[src/rtl/ysyx_220053_ctrl_fsm.sv]
`default_nettype none
// +----------------------------------------------------------------------------+
// | ysyx_220053_ctrl_fsm : multi-cycle FETCH/DECODE/MEM/WB sequencer, rev 1.0  |
// +----------------------------------------------------------------------------+
module ysyx_220053_ctrl_fsm #(
  parameter int TIMEOUT = 256,
  parameter int CNT_W   = 64
) (
  input  logic             clk,
  input  logic             rst,
  input  logic             start,
  output logic             imem_req,
  input  logic             imem_ack,
  output logic             ir_we,
  input  logic             dec_legal,
  input  logic             dec_is_ebreak,
  input  logic             dec_is_load,
  input  logic             dec_is_store,
  input  logic             dec_wen,
  input  logic [4:0]       dec_rd,
  output logic             dmem_req,
  output logic             dmem_we,
  input  logic             dmem_ack,
  output logic             rf_wen,
  output logic             pc_we,
  output logic             halted,
  output logic [1:0]       halt_code,
  output logic [CNT_W-1:0] instret,
  output logic [2:0]       state_o
);

  typedef enum logic [2:0] {
    IDLE   = 3'd0,
    FETCH  = 3'd1,
    DECODE = 3'd2,
    MEM    = 3'd3,
    WB     = 3'd4,
    HALT   = 3'd5
  } state_t;

  localparam int WAIT_W = (TIMEOUT > 1) ? $clog2(TIMEOUT) : 1;
  localparam logic [WAIT_W-1:0] WAIT_LAST = (TIMEOUT > 0) ? WAIT_W'(TIMEOUT - 1) : '0;

  state_t             state, state_nx;
  logic [WAIT_W-1:0]  wait_cnt;
  logic               st_q;
  logic               wen_q;
  logic [1:0]         code_q, code_nx;
  logic [CNT_W-1:0]   instret_q;
  logic               timed_out;

  assign timed_out = (TIMEOUT > 0) && (wait_cnt == WAIT_LAST);

  always_comb begin
    state_nx = state;
    code_nx  = code_q;
    ir_we    = 1'b0;
    case (state)
      IDLE:   if (start) state_nx = FETCH;
      FETCH: begin
        // An ack on the last allowed cycle beats the timeout.
        if (imem_ack) begin
          ir_we    = 1'b1;
          state_nx = DECODE;
        end else if (timed_out) begin
          state_nx = HALT;
          code_nx  = 2'd3;
        end
      end
      DECODE: begin
        if (!dec_legal) begin
          state_nx = HALT;
          code_nx  = 2'd2;
        end else if (dec_is_ebreak) begin
          state_nx = HALT;
          code_nx  = 2'd1;
        end else if (dec_is_load || dec_is_store) begin
          state_nx = MEM;
        end else begin
          state_nx = WB;
        end
      end
      MEM: begin
        if (dmem_ack) begin
          state_nx = WB;
        end else if (timed_out) begin
          state_nx = HALT;
          code_nx  = 2'd3;
        end
      end
      WB:      state_nx = FETCH;
      HALT:    state_nx = HALT;
      default: state_nx = IDLE;
    endcase
  end

  always_ff @(posedge clk) begin
    if (rst) begin
      state     <= IDLE;
      wait_cnt  <= '0;
      st_q      <= 1'b0;
      wen_q     <= 1'b0;
      code_q    <= 2'd0;
      instret_q <= '0;
    end else begin
      state  <= state_nx;
      code_q <= code_nx;
      // Counter is zero whenever a FETCH/MEM stay is not continuing, so entry starts from zero.
      if ((state == FETCH || state == MEM) && state_nx == state)
        wait_cnt <= wait_cnt + WAIT_W'(1);
      else
        wait_cnt <= '0;
      if (state == DECODE) begin
        st_q  <= dec_is_store;
        wen_q <= dec_wen && (dec_rd != 5'd0) && !dec_is_store;
      end
      if (state == WB)
        instret_q <= instret_q + CNT_W'(1);
    end
  end

  assign imem_req  = (state == FETCH);
  assign dmem_req  = (state == MEM);
  assign dmem_we   = (state == MEM) && st_q;
  assign pc_we     = (state == WB);
  assign rf_wen    = (state == WB) && wen_q;
  assign halted    = (state == HALT);
  assign halt_code = code_q;
  assign instret   = instret_q;
  assign state_o   = state;

endmodule
`default_nettype wire

[config.mk]
export PLATFORM = sky130hd
export DESIGN_NAME = ysyx_220053_ctrl_fsm
export DESIGN_NICKNAME = d
export VERILOG_FILES = /design/src/rtl/ysyx_220053_ctrl_fsm.sv
export SDC_FILE = /design/constraint.sdc
export NUM_CORES = 1
export LEC_CHECK = 0
export BUFFER_PORTS_ARGS = -buffer_cell sky130_fd_sc_hd__buf_2
export CAP_MARGIN = 20
export CORE_ASPECT_RATIO = 1.4
export CORE_MARGIN = 2
export CORE_UTILIZATION = 55
export DETAILED_ROUTE_END_ITERATION = 8
export PLACE_DENSITY = 0.88
export SYNTH_ARGS = -nofsm -noshare
export SYNTH_HDL_FRONTEND = slang
export SYNTH_SLANG_ARGS = --single-unit
[constraint.sdc]
create_clock -name clk -period 5.25 [get_ports clk]
set_input_delay 1.05 -clock clk [delete_from_list [all_inputs] [get_ports clk]]
set_output_delay 1.05 -clock clk [all_outputs]
set_load 0.02 [all_outputs]
**Yosys cells after proc, flatten, opt, wreduce, memory -nomap -nowiden**

Cells that the tools add are included.
Widths: inputs -> output; s select.

- Flip-flop bits (word level): 79
- Bits in latches: 0
- Memory bits (writable): 0
- Bits in read-only memories: 0
- Word-level logic and storage cells: 48
- Memories kept: 0

- Add/subtract/negate cells: 2
- Multipliers: 0
- Divide/modulo/power cells: 0
- Magnitude comparators: 0
- Equality and inequality tests: 10
- Shifts and indexed selects: 0
- Mux-type cells: 16
- Bitwise operators: 1
- Reductions and logical operators: 13

Operator list:

| kind | number |
|---|---|
| $add 64x1->64 const B | 1 |
| $mux 3 | 7 |
| $pmux 3 s6 | 1 |
| $mux 2 | 5 |
| $add 8x1->8 const B | 1 |
| $eq 8x8->1 const B | 1 |
| $eq 3x2->1 const B | 2 |
| $eq 3x3->1 const B | 2 |
| $pmux 2 s3 | 1 |
| $logic_and 1x1->1 | 5 |
| $reduce_bool 5->1 | 1 |
| $ne 2x2->1 const B | 2 |
| $reduce_and 4->1 | 1 |
| $eq 3x1->1 const B | 1 |
| $eq 3x3->1 | 1 |
| $logic_not 3->1 | 1 |
| $ne 3x3->1 const B | 1 |
| $reduce_bool 3->1 | 1 |
| $logic_or 1x1->1 | 2 |
| $mux 1 | 2 |
| $reduce_or 2->1 | 1 |
| $logic_not 1->1 | 1 |
| $not 1->1 | 1 |

**Depth between registers and ports, before layout**

- Word-level depth: 9
- Mapped depth: 9
- Depth with buffers taken out: 6

**Worst setup path before layout**

Ideal clock, no wire load.

- Path type: reg-to-output
- Start point: reg state[0], in the netlist state_o[0]
- End point: out ir_we
- Data arrival time: 1681 ps
- Required time: 4200 ps
- Setup slack: 2519 ps
- Cell stages (with the launch flop): 4
- Cells stage by stage: dfxtp_1 > clkbuf_1 > nor3b_1 > and2_1

- Cells in the longest elaborated chain, start to end: 2

RTL lines:

| element | line | RTL |
|---|---|---|
| from (decl) | 44 | `state_t state, state_nx;` |
| from (signal assigned) | 106 | `state <= state_nx;` |
| $eq 3x1->1 | n/a |  |
| net imem_req | 12 | `output logic imem_req,` |
| $mux 1 | 58 | `case (state)` |
| to (decl) | 14 | `output logic ir_we,` |

The timed path passes the listed nets, and every way through them passes these cells.

**Worst setup path after layout**

- Start point: reg state[2], in the netlist state_o[2]
- End point: reg instret_q[58], in the netlist instret[58]

- Cells in the longest elaborated chain, start to end: 1

RTL lines:

| element | line | RTL |
|---|---|---|
| $eq 3x3->1 | 117 | `if (state == WB)` |
| to (signal assigned) | 118 | `instret_q <= instret_q + CNT_W'(1);` |
| to (decl) | 49 | `logic [CNT_W-1:0] instret_q;` |

Every way passes these cells.
A chain may end at the register's enable or synchronous reset.

==> results.yml <==
status:
  status: "finished clean"
setup_path:
  reg2reg_depth: 6
  r2r_slack_ns: 2.48
  r2r_end: "instret[58]"
  path_cells: "nand4bb_1 > nor4_2 > buf_4 > nand4_1 > or4_1 > a21oi_1"
  critPathKind: "register to register"
  worstPathRequired_ns: 5.53
  cpPeakStageDelay_ns: 0.57
  crit_fanout: 14
  path_buf_inv: 1
  crit_arrival_ns: 3.05
  cpMaxStageDelayCell: "dfxtp_1"
  critPathTopFamily: "simple AND/OR/NAND/NOR gates"
  critical_path.startpoint_type: "register"
  endpoint_kind: "register"
  reg2reg_from: "state_o[2]"
timing:
  clock-skew-final_ns: 0.0142
  finalHoldViolations: 0
  whs_ns: 0.462
  max-slew-margin-rel: 0.362
  grt_setup_unrepaired: "false"
  clock.fmax_mhz: 362
  worst_pin_slew_ns: 0.948
  drv_slew: 0
  period_share: 0.527
  fin_crit_ns: 2.77
  fin_setup_tns_ns: 0
  setup_viol: 0
clock_tree:
  cts_setup_buffers: 0
  cts_made_buffers: 9
  cts_hold_buf: 0
  insertion_delay_ns: 0.36
  cts_tree: "built"
  cts_root_buffer: "clkbuf_8"
  clock_sinks: 79
  ctsLongestPathBuffers: 2
  postCtsResizedCells: 0
  ctsHtreeMaxLevel: 3
  clk_pin_slew_ns: 0.08
power_and_ir_drop:
  power.density_nw_per_um2: 253
  switching_share: 0.224
  p_clk_frac: 0.431
  p_int_uw: 885
  power.switching_uw: 255
  p_leak_uw: 0.00182
  combPwrFrac: 0.037
  pwr-share-seq: 0.532
  irDropWorstVdd_mv: 0.157
  total_power_uw: 1140
finish:
  fin_nets: 548
  synthToLayoutAreaGrowth_pct: 18.7
  drive_above_1_share: 0.222
  multi_input_area_sq_um: 2080
  antenna_cells: 0
  fin_util: 0.677
  seqCellArea_sq_um: 1580
  fill_cells: 572
  instances_no_fill: 628
floorplan:
  fp.dieW_um: 74.2
  placement_rows: 35
  io_pins: 91
  start_util: 0.570
  core_sq_um: 6660
  die_area_sq_um: 7590
  die_h_um: 102
logic_synthesis:
  ys.warnings.count: 0
  synth_area_sq_um: 3800
  netlist.area_leader.share: 0.416
  synthDistinctLibCells: 49
  synth.area.top_cells: "dfxtp_1, xor2_1, nor2_1"
  syn_inst: 449
  synthArstFlopShare: 0
  avgSynthCellArea_sq_um: 8.46
  syn-num-nets: 466
  synth_edf_count: 0
  synth_flop_cell: "dfxtp_1"
  yosysSeqAreaShare: 0.416
  synth_area_leader_cell: "dfxtp_1"
  ys_ff_latch: 79
hold_path:
  whs_endpoint: "wait_cnt[0]"
  hold_path_startpoint: "wait_cnt[0]"
  hold_path_depth: 1
  min_path_type: "register to register"
placed_design:
  portBuffers: 90
  dp.cells: 612
  dp_hpwl_um: 6190
  routabilityCongestion: 0.860
detailed_routing:
  wire_per_inst_um: 13.9
  drc: 0
  first_pass_iters: 5
  wirelength_um: 8700
  viasPerCell: 5.56
  drtIter0Drc: 206
  num_vias: 3493
  ant_nets: 0
global_routing:
  grt_start_max_net_pins: 39
  grt_use_total: 0.236
  first_global_vias: 3235
  grt_antenna_before_repair: 0
  global_route.overflow_total: 0
  grt_pass1_wl_um: 14100
flow_run:
  drv_cap: 0
==> flip-flops by register name, summed over array words and instances, names as in the netlist <==
name	cells
instret	64
wait_cnt	8
state_o	3
halt_code	2
st_q	1
wen_q	1
==> how the worst max path moves through the flow <==
| stage | cells past startpoint | to | startpoint |
|---|---|---|---|
| final | 6 | instret[58] | state_o[2] |
| after global placement | 6 | wait_cnt[7] | rst |
| after floorplan | 3 | ir_we | state_o[0] |
| after CTS | 6 | instret[58] | state_o[2] |
| after global routing | 6 | instret[60] | state_o[2] |
| after detailed placement | 6 | instret[58] | state_o[2] |
==> metrics by stage <==
stage / setup WS (ns) / area (sq um)
detailed placement: 2.53 / 4290
finish: 2.48 / 4510
global route: 2.21 / 4510
CTS: 2.52 / 4510
floorplan: 2.52 / 3800
global placement: 2.58 / 4290
==> layout make-up <==
cell class                 instances  area share
clock inverter                     5      0.0183
timing repair buffer              93       0.105
clock buffer                      11      0.0292
sequential                        79       0.351
inverter                          12     0.00999
tap                               92      0.0255
multi-input combinational        336       0.461
==> layout by cell type, fill, tap and decap left out, drive strengths merged, types with 3 or more instances in the layout <==
cell type	count
inv	12
and3	13
a21oi	23
nand2	23
or4	6
o31ai	5
and4	6
nor2	65
nor3	8
xnor2	16
a21o	3
nor2b	6
dfxtp	79
o21ai	16
clkinvlp	3
and2	6
xor2	32
nand4	29
nor3b	5
clkbuf	11
nor4	11
or3	13
nand3	29
buf	93
==> synth_stat cells, types with 4 or more instances <==
library cell / count
and3_1: 13
or4_1: 5
or3_1: 13
a21oi_1: 23
nor2b_1: 6
and2_1: 5
nor3_1: 8
nor4_1: 7
o21ai_0: 16
and4_1: 6
xor2_1: 32
nor2_1: 65
xnor2_1: 16
nand4_1: 28
nor3b_1: 4
nand3_1: 29
clkbuf_1: 17
dfxtp_1: 79
inv_1: 12
o31ai_1: 5
nand2_1: 23
==> cells by family after synthesis <==
family,count (synthesis),synth area share
flip-flops,79,0.416
XOR/XNOR,48,0.111
adder cells (fa/ha/maj),2,0.00659
AO/OA/AOI/OAI,53,0.0807
buffers and inverters,34,0.0379
AND/OR/NAND/NOR,230,0.339
multiplexers,3,0.00824
==> power by group through the flow <==
| stage | sequential [uW] | combinational, uW | clock [uW] |
|---|---|---|---|
| 2_1_floorplan | 620 | 28.2 | 0 |
| 3_3_place_gp | 620 | 40.8 | 0 |
| 3_5_place_dp | 621 | 41.6 | 0 |
| 4_1_cts | 607 | 41.8 | 494 |
| 5_1_grt | 608 | 46.3 | 521 |
| 6_report | 607 | 41.6 | 491 |
==> layer usage <==
metal	up-vias	GRT usage	part of all wire
met1	1606	0.265	0.41
met2	105	0.395	0.50
met3	25	0.0651	0.061
li1	1757	-	-
met5	-	0	0
met4	0	0.139	0.030
No activity file was read; power rests on OpenSTA's default activity.
